<file path="config.mk">
export PLATFORM = sky130hd
export DESIGN_NAME = truth_table_checker_hold_timer
export DESIGN_NICKNAME = d
export VERILOG_FILES = /design/src/rtl/truth_table_checker_pkg.sv /design/src/rtl/truth_table_checker_hold_timer.sv
export SDC_FILE = /design/constraint.sdc
export NUM_CORES = 1
export LEC_CHECK = 0
export ABC_AREA = 1
export ABC_CLOCK_PERIOD_IN_PS = 3240
export BUFFER_PORTS_ARGS = -buffer_cell sky130_fd_sc_hd__buf_2
export CORE_AREA = 5 5 42 44
export CTS_BUF_LIST = sky130_fd_sc_hd__clkbuf_4
export CTS_CLUSTER_DIAMETER = 50
export DETAILED_ROUTE_END_ITERATION = 7
export DIE_AREA = 0 0 47 49
export PLACE_DENSITY = 0.46
export SLEW_MARGIN = 5
export SYNTH_ARGS = -nofsm -noshare
export SYNTH_HDL_FRONTEND = slang
export SYNTH_SLANG_ARGS = --single-unit
</file>
<file path="constraint.sdc">
create_clock -name clk -period 3.24 [get_ports clk]
set_clock_uncertainty 0.05 [all_clocks]
set_input_delay 0 -clock clk [delete_from_list [all_inputs] [get_ports clk]]
set_output_delay 0 -clock clk [all_outputs]
set_load 0.05 [all_outputs]
</file>
<file path="src/rtl/truth_table_checker_pkg.sv">
// -----------------------------------------------------------------------------
// truth_table_checker_pkg
//   Shared types and sizing helpers for the truth-table self-test engine.
//   - state_t         : FSM state of the checker (IDLE, APPLY, DONE)
//   - num_vec()       : number of input vectors for an N-input block (1 << N)
//   - hold_cnt_width(): width of the per-vector hold counter
// -----------------------------------------------------------------------------
package truth_table_checker_pkg;

  typedef enum logic [1:0] {
    IDLE  = 2'd0,
    APPLY = 2'd1,
    DONE  = 2'd2
  } state_t;

  // Exhaustive stimulus covers every combination of the n inputs.
  function automatic int num_vec(input int n);
    return 1 << n;
  endfunction

  // Wide enough to hold any value in 0..hold.
  function automatic int hold_cnt_width(input int hold);
    return $clog2(hold + 1);
  endfunction

endpackage

</file>
<file path="src/rtl/truth_table_checker_hold_timer.sv">
// -----------------------------------------------------------------------------
// truth_table_checker_hold_timer
//   Counts the clocks a stimulus vector has been held and flags the last one.
//   The counter wraps to zero by itself after the last clock so the next vector
//   starts a fresh hold period without any help from the FSM.
//   Ports:
//     clk    in   rising-edge clock
//     rst_n  in   asynchronous active-low reset
//     clear  in   force the counter to zero (start of a run)
//     en     in   count this clock (vector is being applied)
//     last   out  counter is at HOLD_CYCLES-1: this edge samples the response
// -----------------------------------------------------------------------------
module truth_table_checker_hold_timer
  import truth_table_checker_pkg::*;
#(
  parameter int HOLD_CYCLES = 20
) (
  input  logic clk,
  input  logic rst_n,
  input  logic clear,
  input  logic en,
  output logic last
);

  localparam int            W        = hold_cnt_width(HOLD_CYCLES);
  localparam logic [W-1:0]  LAST_CNT = W'(HOLD_CYCLES - 1);

  logic [W-1:0] hold_cnt;

  // NOTE: state is updated with non-blocking assignments so every register
  // samples the pre-edge values, independent of statement order.
  // NOTE: the counter is reset because its value decides when the response is
  // sampled; an unknown start value would shift the first compare.
  always_ff @(posedge clk or negedge rst_n) begin
    if (!rst_n) begin
      hold_cnt <= '0;
    end else if (clear) begin
      hold_cnt <= '0;
    end else if (en) begin
      hold_cnt <= last ? '0 : hold_cnt + W'(1);
    end
  end

  assign last = (hold_cnt == LAST_CNT);

endmodule

</file>
==> results of run 1 <==
==> critical path, cell delays in order (launching register included) <==
cell     delay [ns]
dfrtp_1        0.41
ha_1           0.26
nand2_1        0.07
inv_1          0.08
nand2_1        0.07
inv_1          0.05
buf_2          0.25
==> stage by stage <==
stage | power [W] | worst slack [ns] | std cells | hold WS [ns]
global placement | 0.0000816 | 1.96 | 64 | -0.232
global route | 0.000169 | 1.63 | 70 | 0.0406
finish | 0.000159 | 1.78 | 70 | 0.00354
floorplan | 0.0000760 | 2.09 | 44 | -0.346
CTS | 0.000165 | 1.75 | 70 | 0.00383
detailed placement | 0.0000814 | 1.99 | 64 | -0.234
==> routing by layer <==
layer,routed length [µm],track usage,vias up,part of all wire
li1,-,-,160,-
met1,264,0.0783,125,0.45
met2,292,0.0860,5,0.49
met3,34,0.0148,0,0.058
met4,0,0.0691,0,0
met5,0,0,-,0
==> synthesized netlist by cell type <==
cell type	number	share of area
a21oi_1	3	0.050
a21oi_2	1	0.029
dfrtp_1	5	0.42
ha_1	1	0.042
inv_1	8	0.10
nand2_1	20	0.25
nand3_1	3	0.050
nand4_1	2	0.042
nor2_2	1	0.021
==> area by class of cell <==
type / count / area, µm²
fill: 164 / 1010
sequential: 5 / 125
inverter: 8 / 30.0
multi-input combinational: 31 / 145
timing repair buffer: 6 / 40.0
tap: 16 / 20.0
clock buffer: 4 / 30.0
==> worst min-delay path by stage <==
stage | from | endpoint
finish | clear | hold_cnt[2]
global route | clear | hold_cnt[2]
CTS | clear | hold_cnt[2]
detailed placement | rst_n | hold_cnt[2]
global placement | rst_n | hold_cnt[2]
floorplan | rst_n | hold_cnt[0]
==> cell usage in the layout (no fill, tap or decap), drive strengths merged <==
cell type | synthesis | layout
a21oi | 4 | 4
dlygate4sd3 | 0 | 2
nand4 | 2 | 2
clkbuf | 0 | 4
nand2 | 20 | 20
nor2 | 1 | 1
nand3 | 3 | 3
buf | 0 | 4
dfrtp | 5 | 5
inv | 8 | 8
ha | 1 | 1
==> cell families after synthesis <==
logic type,synth area share
flip-flops,0.417
AND/OR/NAND/NOR,0.362
adder cells (fa/ha/maj),0.0417
AO/OA/AOI/OAI,0.0792
buffers and inverters,0.100
==> what timing repair did <==
item                      CTS  global route
buffers inserted            0             0
hold buffers                2             0
hold endpoints to repair    6             0
==> report_power, final <==
group | leakage (nW) | total (W) | internal, W | switching [W]
clock | 0.0184 | 0.0000770 | 0.0000547 | 0.0000223
sequential | 0.0684 | 0.0000685 | 0.0000651 | 0.00000338
combinational | 0.144 | 0.0000138 | 0.00000623 | 0.00000757
==> metrics.yaml, run 1 <==
grt.overflow.total: 0
peakVddDrop_v: 0.000183
r2r_start: "hold_cnt[0]"
vias: 290
clk_pin_slew_ns: 0.04
io_pins: 5
ys_seq_area_frac: 0.417
drc: 0
fin_nets: 60
final_core_util: 0.279
synthDistinctLibCells: 9
tns_ns: 0
r2r_cells: 6
clock_latency_ns: 0.23
die_x_um: 47
top_regs: "hold_cnt x5"
powerDensity_mw_per_mm2: 408
cts_tree: "yes"
area_growth_pct: 30.0
finalMaxSlewViolations: 0
gr-usage-all-layers: 0.0652
antenna_found_initial: 0
initial_utilization: 0.214
dr.pass1.iters: 4
top_register: "hold_cnt"
cts.sinks: 5
path_max_fanout: 5
ctsHtreeMaxLevel: 1
max_freq_mhz: 683
slew_headroom: 0.838
grt_start_max_net_pins: 8
maxCapViolCount: 0
end_kind: "output port"
root_buffer: "clkbuf_4"
antenna_cells: 0
port_buffers: 4
gp_congestion: 0.700
crit_required_ns: 3.19
stdcell_area_um2: 390
wl_per_cell_um: 8.44
rrSetupSlack_ns: 2.01
rows: 14
drt_iter0_markers: 3
cp-start-kind: "flip-flop"
wirelength_um: 591
coreArea_mm2: 0.00140
min_path_cells: 4
arrival_ns: 1.41
run_status: "finished clean"
drt.antenna.violating_nets: 0
crit_path_end: "last"
via_per_inst: 4.14
worstMarginPinSlew_ns: 0.243
synth.ff_latch_count: 5
setup_viol: 0
largest_reg_flops: 5
rsz0062_at_grt: "false"
post_cts_resized: 0
grt_pass1_wl_um: 1050
netlist_instances: 44
syn_nets: 49
grt_pass1_vias: 274
placed_area_um2: 340
fin_crit_sh: 0.452
startpoint: "hold_cnt[0]"
die_area_mm2: 0.00230
hpwl_um: 465
yosysWarnings: 0
timing.rr.end: "hold_cnt[2]"
worst-setup-path-type: "flip-flop to output port"
hp-class: "input port to flip-flop"
cts.path.max_buffers: 2
period_needed_ns: 1.46
syn-mean-instance-area_um2: 6.82
fp.dieH_um: 49
layout-drive-gt1-share: 0.185
hold_viol: 0
synth.cell_area_um2: 300
p_leak_nw: 0.231
cts_buffers: 3
No activity file was read; power rests on OpenSTA's default activity.
==> run 2: changes to the inputs <==
--- a/config.mk
+++ b/config.mk
@@ -6,7 +6,7 @@
 export NUM_CORES = 1
 export LEC_CHECK = 0
 export ABC_AREA = 1
-export ABC_CLOCK_PERIOD_IN_PS = 3240
+export ABC_CLOCK_PERIOD_IN_PS = 1400
 export BUFFER_PORTS_ARGS = -buffer_cell sky130_fd_sc_hd__buf_2
 export CORE_AREA = 5 5 42 44
 export CTS_BUF_LIST = sky130_fd_sc_hd__clkbuf_4
==> constraint.sdc (replaced) <==
create_clock -name clk -period 1.4 [get_ports clk]
set_clock_uncertainty 0.05 [all_clocks]
set_input_delay 0 -clock clk [delete_from_list [all_inputs] [get_ports clk]]
set_output_delay 0 -clock clk [all_outputs]
set_load 0.05 [all_outputs]
==> run 2 against run 1 <==
Sequential power up 130%. Non-clock buffer count up 3. Global-route usage down 0.066 points. Sequential share of layout area down 2.8 points. First-iteration DRC count down 100%. Critical path depth unchanged. Die area unchanged. Combinational power rose to 3.1 times the previous value. Clock-buffer cell count unchanged. Via count down 2.4%. Utilization up 2.9 points. Critical path type unchanged. Largest power group unchanged.
==> metrics.yaml, run 2 (synthesis gave the netlist of run 1 again) <==
hold_viol: 0
p_leak_nw: 0.242
fp.dieH_um: 49
crit_path_top_delay_cell: "dfrtp_2"
met2_length_um: 281
max_freq_mhz: 768
port_buffers: 4
clockPowerShare: 0.470
critPathMaxStageDelay_ns: 0.44
final_core_util: 0.308
gr-usage-all-layers: 0.0645
dr.pass1.iters: 1
arrival_ns: 1.25
layout-drive-gt1-share: 0.246
finalNonFillerCells: 73
r2r_cells: 6
rrSetupSlack_ns: 0.25
worstMarginPinSlew_ns: 0.232
p_sw_frac: 0.216
fin_crit_sh: 0.930
powerDensity_mw_per_mm2: 890
fin_nets: 63
grt_pass1_vias: 254
setup_viol: 0
period_needed_ns: 1.30
drt.antenna.violating_nets: 0
rows: 14
gp_congestion: 0.732
finalMaxSlewViolations: 0
drc: 0
layout_commonest_cell: "nand2_1"
antenna_found_initial: 0
pwr-share-comb: 0.112
maxCapViolCount: 0
dpl.cell_count: 64
die_area_mm2: 0.00230
hpwl_um: 452
clock_latency_ns: 0.24
antenna_cells: 0
initial_utilization: 0.214
drt_iter0_markers: 0
clk_pin_slew_ns: 0.04
n_fill_cell: 167
final_cell_mix: "nand2_1, inv_1, clkbuf_4, dfrtp_1"
grt_pass1_wl_um: 1010
cts_tree: "yes"
sequentialPowerShare: 0.417
cp_cell_sequence: "ha_4 > nand2_1 > inv_1 > nand2_1 > inv_1 > buf_4"
crit_required_ns: 1.35
timing.rr.end: "hold_cnt[4]"
peakVddDrop_v: 0.000405
grt_start_max_net_pins: 8
routed.top_layer: "met3"
run_status: "finished clean"
path_max_fanout: 5
coreArea_mm2: 0.00140
worst-setup-path-type: "flip-flop to output port"
via_per_inst: 3.88
io_pins: 5
wl_met3_um: 25
cts.sinks: 5
root_buffer: "clkbuf_4"
wirelength_um: 603
wl_met1_um: 297
end_kind: "output port"
p_switching_w: 0.0000831
hp-class: "input port to async pin"
largest_reg_flops: 5
wl_per_cell_um: 8.26
ctsHtreeMaxLevel: 1
cts.path.max_buffers: 2
area_growth_pct: 43.8
cp-start-kind: "flip-flop"
vias: 283
slew_headroom: 0.845
top_register: "hold_cnt"
r2r_start: "hold_cnt[0]"
cts_buffers: 3
die_x_um: 47
grt.overflow.total: 0
top_regs: "hold_cnt x5"
p_int_w: 0.000301
-- run 2: worst max-delay path: cells and delay by family, from the launching register on --
kind,cells,cell delay [ns]
and+or+nand+nor,2,0.12
adders and majority gates,1,0.19
DFF,1,0.44
buffers and inverters,3,0.27
-- run 2: cell type report --
| class | instances | area (µm²) | share of cell area |
|---|---|---|---|
| Sequential cell | 5 | 126 | 0.293 |
| Inverter | 8 | 30.0 | 0.0696 |
| Clock buffer | 4 | 30.0 | 0.0696 |
| Multi-Input combinational cell | 31 | 158 | 0.365 |
| Timing Repair Buffer | 9 | 67.6 | 0.157 |
| Tap cell | 16 | 20.0 | 0.0464 |
-- run 2: timing repair --
| item | 4_1_cts | 5_1_grt |
|---|---|---|
| cloned | 0 | 0 |
| setup buffers | 0 | 2 |
| hold buffers | 3 | 0 |
| endpoints found under the hold margin | 7 | 0 |
| endpoints found under the setup margin | 1 | 1 |
| pin swaps | 0 | 0 |
| gates resized for setup | 2 | 2 |
-- run 2: metal layers --
metal,vias up,GRT usage
met5,-,0
met4,0,0.0691
met3,0,0.0258
met2,3,0.0633
met1,117,0.0919
li1,163,-
-- run 2: power by group through the flow --
stage,combinational [W],clock (W),sequential [W]
final,0.0000432,0.000181,0.000160
after global routing,0.0000509,0.000204,0.000161
after CTS,0.0000357,0.000191,0.000158
after detailed placement,0.0000290,0,0.000160
after global placement,0.0000288,0,0.000160
after floorplan,0.0000174,0,0.000158
-- run 2: through the flow --
step                      setup WS [ns]  area, µm²  total power (W)   TNS, ns  hold WS [ns]
after floorplan                   0.253        300         0.000176         0        -0.346
after global placement            0.172        340         0.000189         0        -0.231
after detailed placement          0.173        340         0.000189         0        -0.232
after CTS                       0.00377        405         0.000385         0        0.0431
after global routing           -0.00518        432         0.000416  -0.00518        0.0584
final                            0.0974        432         0.000384         0        0.0549
-- run 2: worst max path at each step --
stage,start,slack (ns),cells past startpoint,endpoint
4_1_cts,hold_cnt[0],0.004,6,last
3_3_place_gp,hold_cnt[0],0.17,6,hold_cnt[4]
2_1_floorplan,hold_cnt[0],0.25,5,last
5_1_grt,hold_cnt[0],-0.005,6,last
6_report,hold_cnt[0],0.1,6,last
3_5_place_dp,hold_cnt[0],0.17,6,hold_cnt[4]
